<file path="config.mk">
export PLATFORM = sky130hd
export DESIGN_NAME = ksa_serial_ctrl
export DESIGN_NICKNAME = d
export VERILOG_FILES = /design/src/rtl/ksa_serial_ctrl.sv
export SDC_FILE = /design/constraint.sdc
export NUM_CORES = 1
export LEC_CHECK = 0
export BUFFER_PORTS_ARGS = -buffer_cell sky130_fd_sc_hd__clkbuf_2
export CAP_MARGIN = 10
export CELL_PAD_IN_SITES_DETAIL_PLACEMENT = 1
export CELL_PAD_IN_SITES_GLOBAL_PLACEMENT = 1
export CORE_ASPECT_RATIO = 0.75
export CORE_MARGIN = 1
export CORE_UTILIZATION = 40
export CTS_BUF_LIST = sky130_fd_sc_hd__clkbuf_4 sky130_fd_sc_hd__clkbuf_8
export DETAILED_ROUTE_END_ITERATION = 6
export GPL_ROUTABILITY_DRIVEN = 0
export HOLD_SLACK_MARGIN = 0.1
export PLACE_DENSITY_LB_ADDON = 0.1
export SKIP_LAST_GASP = 1
export SLEW_MARGIN = 5
export SYNTH_ARGS = -nofsm -noshare
export SYNTH_HDL_FRONTEND = slang
export SYNTH_SLANG_ARGS = --single-unit
</file>
<file path="constraint.sdc">
create_clock -name i_clk -period 1.83 [get_ports i_clk]
set_clock_uncertainty 0.2 [all_clocks]
set_input_delay 0.0915 -clock i_clk [delete_from_list [all_inputs] [get_ports i_clk]]
set_output_delay 0.0915 -clock i_clk [all_outputs]
set_load 0.05 [all_outputs]
</file>
<file path="src/rtl/ksa_serial_ctrl.sv">
// Byte-serial sequencer around a combinational 8-bit Kogge-Stone adder.
// Accepts one W-bit add request, feeds the adder LSB byte first and returns sum and carry-out.
module ksa_serial_ctrl #(
    parameter int unsigned NBYTES = 4
) (
    input  logic                i_clk,
    input  logic                i_rst,
    input  logic                i_valid,
    output logic                o_ready,
    input  logic [8*NBYTES-1:0] i_a,
    input  logic [8*NBYTES-1:0] i_b,
    input  logic                i_cin,
    output logic                o_ksa_c0,
    output logic [7:0]          o_ksa_a,
    output logic [7:0]          o_ksa_b,
    input  logic [7:0]          i_ksa_s,
    input  logic                i_ksa_carry,
    output logic                o_valid,
    input  logic                i_ready,
    output logic [8*NBYTES-1:0] o_sum,
    output logic                o_cout
);

    localparam int unsigned W  = 8 * NBYTES;
    localparam int unsigned IW = (NBYTES > 1) ? $clog2(NBYTES) : 1;
    localparam logic [IW-1:0] LAST = IW'(NBYTES - 1);

    typedef enum logic [1:0] {IDLE, RUN, DONE} state_t;

    state_t        state, state_nxt;
    logic [IW-1:0] idx, idx_nxt;
    logic [W-1:0]  a_sh, a_sh_nxt;
    logic [W-1:0]  b_sh, b_sh_nxt;
    logic [W-1:0]  sum_reg, sum_nxt;
    logic          carry_reg, carry_nxt;
    logic          cout_nxt, ready_nxt, valid_nxt, c0_nxt;
    logic [7:0]    ksa_a_nxt, ksa_b_nxt;

    assign o_sum = sum_reg;

    // State and datapath registers; adder drive and handshakes are registered from next state.
    always_ff @(posedge i_clk) begin
        if (i_rst) begin
            state     <= IDLE;
            idx       <= '0;
            a_sh      <= '0;
            b_sh      <= '0;
            sum_reg   <= '0;
            carry_reg <= 1'b0;
            o_cout    <= 1'b0;
            o_ready   <= 1'b1;
            o_valid   <= 1'b0;
            o_ksa_a   <= '0;
            o_ksa_b   <= '0;
            o_ksa_c0  <= 1'b0;
        end else begin
            state     <= state_nxt;
            idx       <= idx_nxt;
            a_sh      <= a_sh_nxt;
            b_sh      <= b_sh_nxt;
            sum_reg   <= sum_nxt;
            carry_reg <= carry_nxt;
            o_cout    <= cout_nxt;
            o_ready   <= ready_nxt;
            o_valid   <= valid_nxt;
            o_ksa_a   <= ksa_a_nxt;
            o_ksa_b   <= ksa_b_nxt;
            o_ksa_c0  <= c0_nxt;
        end
    end

    // Next-state and datapath updates.
    always_comb begin
        state_nxt = state;
        idx_nxt   = idx;
        a_sh_nxt  = a_sh;
        b_sh_nxt  = b_sh;
        sum_nxt   = sum_reg;
        carry_nxt = carry_reg;
        cout_nxt  = o_cout;

        case (state)
            IDLE: begin
                if (i_valid) begin
                    a_sh_nxt  = i_a;
                    b_sh_nxt  = i_b;
                    carry_nxt = i_cin;
                    sum_nxt   = '0;
                    idx_nxt   = '0;
                    state_nxt = RUN;
                end
            end
            RUN: begin
                for (int k = 0; k < int'(NBYTES); k++) begin
                    if (idx == IW'(k)) sum_nxt[8*k +: 8] = i_ksa_s;
                end
                carry_nxt = i_ksa_carry;
                a_sh_nxt  = a_sh >> 8;
                b_sh_nxt  = b_sh >> 8;
                if (idx == LAST) begin
                    cout_nxt  = i_ksa_carry;
                    state_nxt = DONE;
                end else begin
                    idx_nxt = idx + IW'(1);
                end
            end
            DONE: begin
                if (i_ready) state_nxt = IDLE;
            end
            default: state_nxt = IDLE;
        endcase

        ready_nxt = (state_nxt == IDLE);
        valid_nxt = (state_nxt == DONE);
        // Adder sees the low byte of the shifters and the chained carry only while running.
        ksa_a_nxt = (state_nxt == RUN) ? a_sh_nxt[7:0] : 8'h00;
        ksa_b_nxt = (state_nxt == RUN) ? b_sh_nxt[7:0] : 8'h00;
        c0_nxt    = (state_nxt == RUN) ? carry_nxt : 1'b0;
    end

endmodule

</file>
==> summary.md, run 1 <==
| Metric | Value |
|---|---|
| Post-DP Area | `5220 sq um` |
| Worst Hold Path EP | `idx[0]$_SDFFE_PP0P_` |
| Layout net count | `723` |
| Die Wd | `123 um` |
| Worst path cell trace | `inv_1, ha_1, mux2_2, a21oi_4, a22o_1` |
| Port bufs | `129` |
| Finished Cell Area | `6450 sq um` |
| Worst-path clk slew | `0.07 ns` |
| Final setup TNS | `0 ns` |
| 1st-iter DRT viols | `356` |
| Initial antenna violation count | `0` |
| Gr usage total | `27.2%` |
| Share of power burned in registers | `45.5%` |
| Share of cells above drive strength 1 | `31.8%` |
| Crit Path Category | `register to register` |
| Vias per cell | `5.41` |
| Via count | `4274` |
| H-Tree Depth | `4` |
| CP delay by family, top | `compound AO/OA/AOI/OAI gates` |
| Outcome | `completed` |
| Slew @ Worst Pin | `0.699 ns` |
| Synth top area share | `54.8%` |
| # placed instances | `682` |
| Tot Pwr | `6.36 mW` |
| GRT overflow | `0` |
| Flops & latches, synth | `121` |
| PwrDens | `986 nW/um^2` |
| Sw power | `1.75 mW` |
| CP Max Fanout | `8` |
| WP data required | `2.00 ns` |
| Worst path bufs/invs | `1` |
| R2r setup slk | `0.07 ns` |
| Sw frac | `27.5%` |
| CTS sink cnt | `121` |
| Clk_lat worst skew | `0.43 ns` |
| Combinational share of power | `15.5%` |
| Setup ws final | `0.0666 ns` |
| Antenna Cells | `0` |
| FF-to-FF End | `o_sum[0]$_SDFFE_PP0P_` |
| Longest Clk Path Bufs | `2` |
| WHS Path Cells | `4` |
| Synth area leaders | `dfxtp_1 (55%), a22o_1 (6.3%), a211oi_1 (5.4%)` |
| First-pass GRT wire length | `23.5 mm` |
| Final setup vio count | `0` |
| FF-to-FF Start | `idx[1]$_SDFFE_PP0P_` |
| YS warnings | `0` |
| R2R depth | `5` |
| ANT nets after route | `0` |
| Most common cell in the synthesized netlist | `dfxtp_1` |
| Initial core utilization | `42.1%` |
| Drt drc | `0` |
| Sequential fraction of the synthesis area | `54.8%` |
| Asr flop ratio synth | `0%` |
| Die height | `93.0 um` |
| Area Growth Syn to Fin | `46.0%` |
| Synth Net Count | `513` |
| Most frequent cells after synthesis | `dfxtp_1 (121), nor2_1 (51), nor3_1 (34), a211oi_1 (32), a22o_1 (32)` |
| Clock root buffer master | `clkbuf_8` |
| Post-layout min period | `1.76 ns` |
| EDFF count, synth | `0` |
| Worst Path Arrival | `1.94 ns` |
| Final Util | `61.5%` |
| Worst Hold Class | `input port to register` |
| Core area | `10500 sq um` |
| Avg Synthesized Cell Area | `10.3 sq um` |
| Pin count of the biggest net entering global routing | `69` |
| WL/cell | `19.0 um` |
| Full die area | `11500 sq um` |
| CP peak stage delay | `0.41 ns` |
| Period utilization | `96.4%` |
| Slew headroom | `53.4%` |
| Yosys cell types | `32` |
| Crit path max-delay cell type | `dfxtp_1` |
| Pre-CTS WS | `-0.130 ns` |
| Vias in the first global route | `4337` |
| Row count | `32` |
| Final hold viol count | `0` |
| Number of buffers created by CTS | `17` |
| Drt first pass iters | `4` |
| CTS tree | `done` |
| Mapped cell area | `4420 sq um` |
| Peak supply drop | `467 uV` |
| Detail Placement HPWL | `9.32 mm` |
| Setup crit end kind | `register` |
| Startpoint Class | `register` |
| Internal power | `4.61 mW` |
| Synth Instances | `431` |
| Layout Cells excl Fill | `790` |
| Routed WL | `15.0 mm` |
| Largest area contributor in the netlist | `dfxtp_1` |
| Synth Flop Type | `dfxtp_1` |
| RSZ-0062 raised after global routing | `false` |
| Lkg Pwr | `2.77 nW` |
| Final hold slack | `0.133 ns` |
| Max Transition Viols Final | `0` |
| Fmax | `0.567 GHz` |
| Hold path start | `i_valid` |
| I/O pin total | `130` |
| Max Cap Violations | `0` |
| Clock power frac | `39.0%` |
==> power groups by stage <==
stage                     clock, mW  sequential [mW]  combinational [mW]
after floorplan                   0             3.07               0.406
after global placement            0             2.94               0.803
after detailed placement          0             2.94               0.826
after CTS                      2.52             2.88               0.967
after global routing           2.64             2.91                1.06
final                          2.48             2.89               0.986
==> cells in the final DEF, fill, tap and decap left out, drive strengths merged, types with 3 or more instances in the layout <==
cell type / instances
o32ai: 17
nor2: 51
bufinv: 3
a211oi: 32
nor3: 34
clkinvlp: 3
clkbuf: 149
ha: 4
mux2: 4
nor3b: 5
mux2i: 5
a21oi: 25
dlygate4sd3: 76
buf: 23
dfxtp: 121
clkinv: 6
o22ai: 28
a22oi: 16
a22o: 32
nand2: 3
inv: 5
==> repair_timing <==
item | in CTS | in global routing
gates cloned | 0 | 0
endpoints found under the setup margin | 36 | 31
setup buffers | 0 | 0
hold endpoints to repair | 120 | 0
resized for setup | 6 | 6
pin swaps | 1 | 1
hold buffers | 76 | 0
==> tightest hold or removal path, cell delays in order <==
cell and delay [ns]:
clkbuf_2 0.23, o21bai_4 0.22, nand2_1 0.11, a21oi_1 0.06
==> worst max path at each step <==
stage / startpoint / to / slack [ns] / cells past startpoint
floorplan: idx[0]$_SDFFE_PP0P_ / o_sum[0]$_SDFFE_PP0P_ / 0.24 / 5
global placement: state[0]$_SDFF_PP0_ / b_sh[26]$_SDFFE_PP0P_ / -0.03 / 3
detailed placement: state[0]$_SDFF_PP0_ / b_sh[28]$_SDFFE_PP0P_ / -0.13 / 3
CTS: idx[0]$_SDFFE_PP0P_ / o_sum[0]$_SDFFE_PP0P_ / 0.02 / 5
global route: idx[1]$_SDFFE_PP0P_ / o_sum[13]$_SDFFE_PP0P_ / 0.007 / 5
finish: idx[1]$_SDFFE_PP0P_ / o_sum[0]$_SDFFE_PP0P_ / 0.07 / 5
==> per-layer routing <==
metal	vias to the layer above	wire length [um]	global-route usage, %	share of wire, %
met4	0	135	7.23	0.90
met2	122	6950	42.2	46
met1	2088	7200	37.8	48
li1	2053	-	-	-
met3	11	724	6.22	4.8
met5	-	0	0	0
==> final cells by class <==
cell class / instances / area (sq um)
well taps: 136 / 170
flip-flops and latches: 121 / 2430
fillers: 1189 / 4040
multi-input cells: 268 / 1830
inverters: 5 / 21.3
clock buffers: 20 / 263
repair buffers: 228 / 1590
clock inverters: 12 / 150
==> logic make-up (layout without fill, tap and decap cells) <==
| logic type | after synthesis | count (layout) | share of synthesized area (%) |
|---|---|---|---|
| compound gates | 154 | 154 | 25.8 |
| flops | 121 | 121 | 54.8 |
| fa+ha+maj | 4 | 4 | 1.13 |
| simple gates | 101 | 101 | 11.2 |
| mux | 9 | 9 | 2.15 |
| buf+inv | 42 | 265 | 4.93 |
(Power assumes the default switching activity.)
==> run 2: changes to the inputs <==
--- a/config.mk
+++ b/config.mk
@@ -5,18 +5,20 @@
 export SDC_FILE = /design/constraint.sdc
 export NUM_CORES = 1
 export LEC_CHECK = 0
+export ABC_AREA = 1
 export BUFFER_PORTS_ARGS = -buffer_cell sky130_fd_sc_hd__clkbuf_2
 export CAP_MARGIN = 10
 export CELL_PAD_IN_SITES_DETAIL_PLACEMENT = 1
 export CELL_PAD_IN_SITES_GLOBAL_PLACEMENT = 1
 export CORE_ASPECT_RATIO = 0.75
 export CORE_MARGIN = 1
-export CORE_UTILIZATION = 40
+export CORE_UTILIZATION = 38
 export CTS_BUF_LIST = sky130_fd_sc_hd__clkbuf_4 sky130_fd_sc_hd__clkbuf_8
 export DETAILED_ROUTE_END_ITERATION = 6
 export GPL_ROUTABILITY_DRIVEN = 0
 export HOLD_SLACK_MARGIN = 0.1
 export PLACE_DENSITY_LB_ADDON = 0.1
+export SETUP_SLACK_MARGIN = 0.15
 export SKIP_LAST_GASP = 1
 export SLEW_MARGIN = 5
 export SYNTH_ARGS = -nofsm -noshare
==> run 2 against run 1 <==
Area after synthesis up 16%. Non-clock buffer count stayed put. Critical path depth rose by 2. Wire length is 22% higher. Final cell count increased by 42%. Design area increased by 11%. Total power decreased by 3.1%. Clock-buffer cell count rose by 7. Critical path type unchanged.
==> summary.md, run 2 <==
| Metric | Value |
|---|---|
| Outcome | `completed` |
| Period utilization | `86.8% (-9.5 points)` |
| Yosys cell types | `25 (-22%)` |
| Slew headroom | `68.4% (+15 points)` |
| Gr usage total | `27.3% (+0.13 points)` |
| 1st-iter DRT viols | `227 (-36%)` |
| Leading cell types in the layout, fill and taps excluded | `nand2_1 (179), clkbuf_2 (128), nor2_1 (118), dfxtp_1 (118), inv_1 (83)` |
| EDFF count, synth | `0 (unchanged)` |
| Finished Cell Area | `7190 sq um (+11%)` |
| Number of buffers created by CTS | `17 (unchanged)` |
| Startpoint Class | `register` |
| Clock root buffer master | `clkbuf_8` |
| Antenna Cells | `0 (unchanged)` |
| Full die area | `14000 sq um (+22%)` |
| Setup crit end kind | `register` |
| I/O pin total | `130 (unchanged)` |
| First-pass GRT wire length | `29.2 mm (+24%)` |
| Sequential fraction of the synthesis area | `47.1% (-7.7 points)` |
| Synth area leaders | `dfxtp_1 (47%), nand2_1 (13%), nor2_1 (8.6%)` |
| Core area | `13100 sq um (+25%)` |
| Synth top area share | `47.1% (-7.7 points)` |
| H-Tree Depth | `4 (unchanged)` |
| Clk_lat worst skew | `0.44 ns (about the same)` |
| WP data required | `1.95 ns (-0.05 ns)` |
| Initial antenna violation count | `0 (unchanged)` |
| WHS Path Cells | `4 (unchanged)` |
| Area Growth Syn to Fin | `39.7%` |
| Avg Synthesized Cell Area | `6.97 sq um (-32%)` |
| Final setup TNS | `0 ns (unchanged)` |
| Crit Path Category | `register to register` |
| Post-DP Area | `6000 sq um (+15%)` |
| CP Max Fanout | `20 (+12)` |
| Fmax | `0.629 GHz (+11%)` |
| Port bufs | `129 (unchanged)` |
| Lkg Pwr | `3.32 nW (+20%)` |
| Pin count of the biggest net entering global routing | `73 (+5.8%)` |
| Mapped cell area | `5140 sq um (+16%)` |
| Final Util | `54.8% (-6.6 points)` |
| Longest Clk Path Bufs | `2 (unchanged)` |
| Drt drc | `0 (unchanged)` |
| Asr flop ratio synth | `0% (unchanged)` |
| Synth Net Count | `820 (+60%)` |
| Drt first pass iters | `4 (unchanged)` |
| Detail Placement HPWL | `11.6 mm (+24%)` |
| Largest area contributor in the netlist | `dfxtp_1` |
| Worst Path Arrival | `1.71 ns (-0.23 ns)` |
| Final setup vio count | `0 (unchanged)` |
| CTS tree | `done` |
| Row count | `36 (+13%)` |
| Vias per cell | `4.83 (-11%)` |
| Via count | `5430 (+27%)` |
| Internal power | `4.34 mW (-5.9%)` |
| Peak supply drop | `538 uV (+15%)` |
| YS warnings | `0 (unchanged)` |
| RSZ-0062 raised after global routing | `true` |
| Flops & latches, synth | `121 (unchanged)` |
| Commonest non-fill, non-tap cell in the layout | `nand2_1` |
| Sw power | `1.82 mW (+4.2%)` |
| Share of power burned in registers | `46.3% (+0.8 points)` |
| Synth Flop Type | `dfxtp_1` |
| Synth Instances | `738 (+71%)` |
| CTS sink cnt | `121 (unchanged)` |
| Routed WL | `18.3 mm (+22%)` |
| Sw frac | `29.5% (+2.1 points)` |
| GRT overflow | `0 (unchanged)` |
| Die Wd | `136 um (+11%)` |
| Combinational share of power | `18.1% (+2.6 points)` |
| ANT nets after route | `0 (unchanged)` |
| Most frequent cells after synthesis | `nand2_1 (180), dfxtp_1 (121), nor2_1 (118), inv_1 (83), a21oi_1 (75)` |
| Final hold viol count | `0 (unchanged)` |
| WL/cell | `16.3 um (-14%)` |
| Clock power frac | `35.6% (-3.4 points)` |
| Most common cell in the synthesized netlist | `nand2_1` |
| Max Cap Violations | `0 (unchanged)` |
| Post-layout min period | `1.59 ns (-0.175 ns)` |
| Die height | `103 um (+10%)` |
| Worst Hold Class | `input port to register` |
| PwrDens | `857 nW/um^2 (-13%)` |
| Worst-path clk slew | `0.07 ns (about the same)` |
| Vias in the first global route | `5815 (+34%)` |
| Layout net count | `1024 (+42%)` |
| Max Transition Viols Final | `0 (unchanged)` |
| Slew @ Worst Pin | `0.473 ns (-0.226 ns)` |
| Share of cells above drive strength 1 | `21.4% (-10 points)` |
| R2R depth | `7 (+2)` |
| Initial core utilization | `39.3% (-2.9 points)` |
==> run 2: final timing paths <==
| kind | startpoint | to | slack [ns] |
|---|---|---|---|
| setup / recovery | state[1]$_SDFF_PP0_ | o_sum[19]$_SDFFE_PP0P_ | 0.24 |
| hold / removal | i_b[31] | b_sh[31]$_SDFFE_PP0P_ | 0.25 |
| setup reg to reg | state[1]$_SDFF_PP0_ | o_sum[19]$_SDFFE_PP0P_ | 0.24 |
| hold reg to reg | o_sum[16]$_SDFFE_PP0P_ | o_sum[16]$_SDFFE_PP0P_ | 0.26 |
==> run 2: area by class of cell <==
class,count,area [sq um]
clock buffers,27,334
clock inverters,3,15.0
fillers,1723,5920
inverters,89,337
multi-input cells,485,2210
flip-flops and latches,121,2430
well taps,171,214
repair buffers,228,1650
==> run 2: critical path: stages, from the launching register on <==
cell and delay, ns:
dfxtp_1 0.33, inv_2 0.14, nand2_8 0.14, nand2_2 0.17, buf_6 0.20, nand2_4 0.10
nand2_1 0.10, a21oi_1 0.08
==> run 2: power by group through the flow <==
stage	logic, mW	clock network, mW	registers (mW)
3_3_place_gp	0.918	0	2.90
6_report	1.11	2.20	2.85
5_1_grt	1.22	2.35	2.87
2_1_floorplan	0.464	0	3.06
4_1_cts	1.09	2.23	2.85
3_5_place_dp	0.949	0	2.91
==> run 2: through the flow <==
step | hold slack [ns] | cells | total power, mW | setup slack, ns
global placement | 0.127 | 1017 | 3.82 | 0.147
finish | 0.247 | 1124 | 6.16 | 0.241
CTS | 0.201 | 1124 | 6.17 | 0.156
global route | 0.240 | 1124 | 6.43 | 0.129
floorplan | 0.0264 | 738 | 3.53 | 0.381
detailed placement | 0.139 | 1017 | 3.86 | 0.0365
==> run 2: timing repair <==
action                                  CTS  global route
hold buffers                             77             0
buffers inserted                          0             0
endpoints found under the hold margin   120             0
resized for setup                         6            16
pin swaps                                 0             1
endpoints found under the setup margin   61            96
==> run 2: metal layers <==
layer  routed length, um  vias to the layer above  global-route usage (%)
li1                    -                     2708                       -
met1                8740                     2589                    34.3
met2                8740                      119                    47.4
met3                 681                       14                    5.11
met4                 181                        0                    9.15
met5                   0                        -                       0
==> run 2: kinds of logic (layout without fill, tap and decap cells) <==
| kind of cell | count (synthesis) | after routing | synth area share, % |
|---|---|---|---|
| fa+ha+maj | 4 | 4 | 0.973 |
| simple gates | 363 | 363 | 29.0 |
| compound gates | 118 | 118 | 12.3 |
| flops | 121 | 121 | 47.1 |
| buf+inv | 132 | 347 | 10.6 |
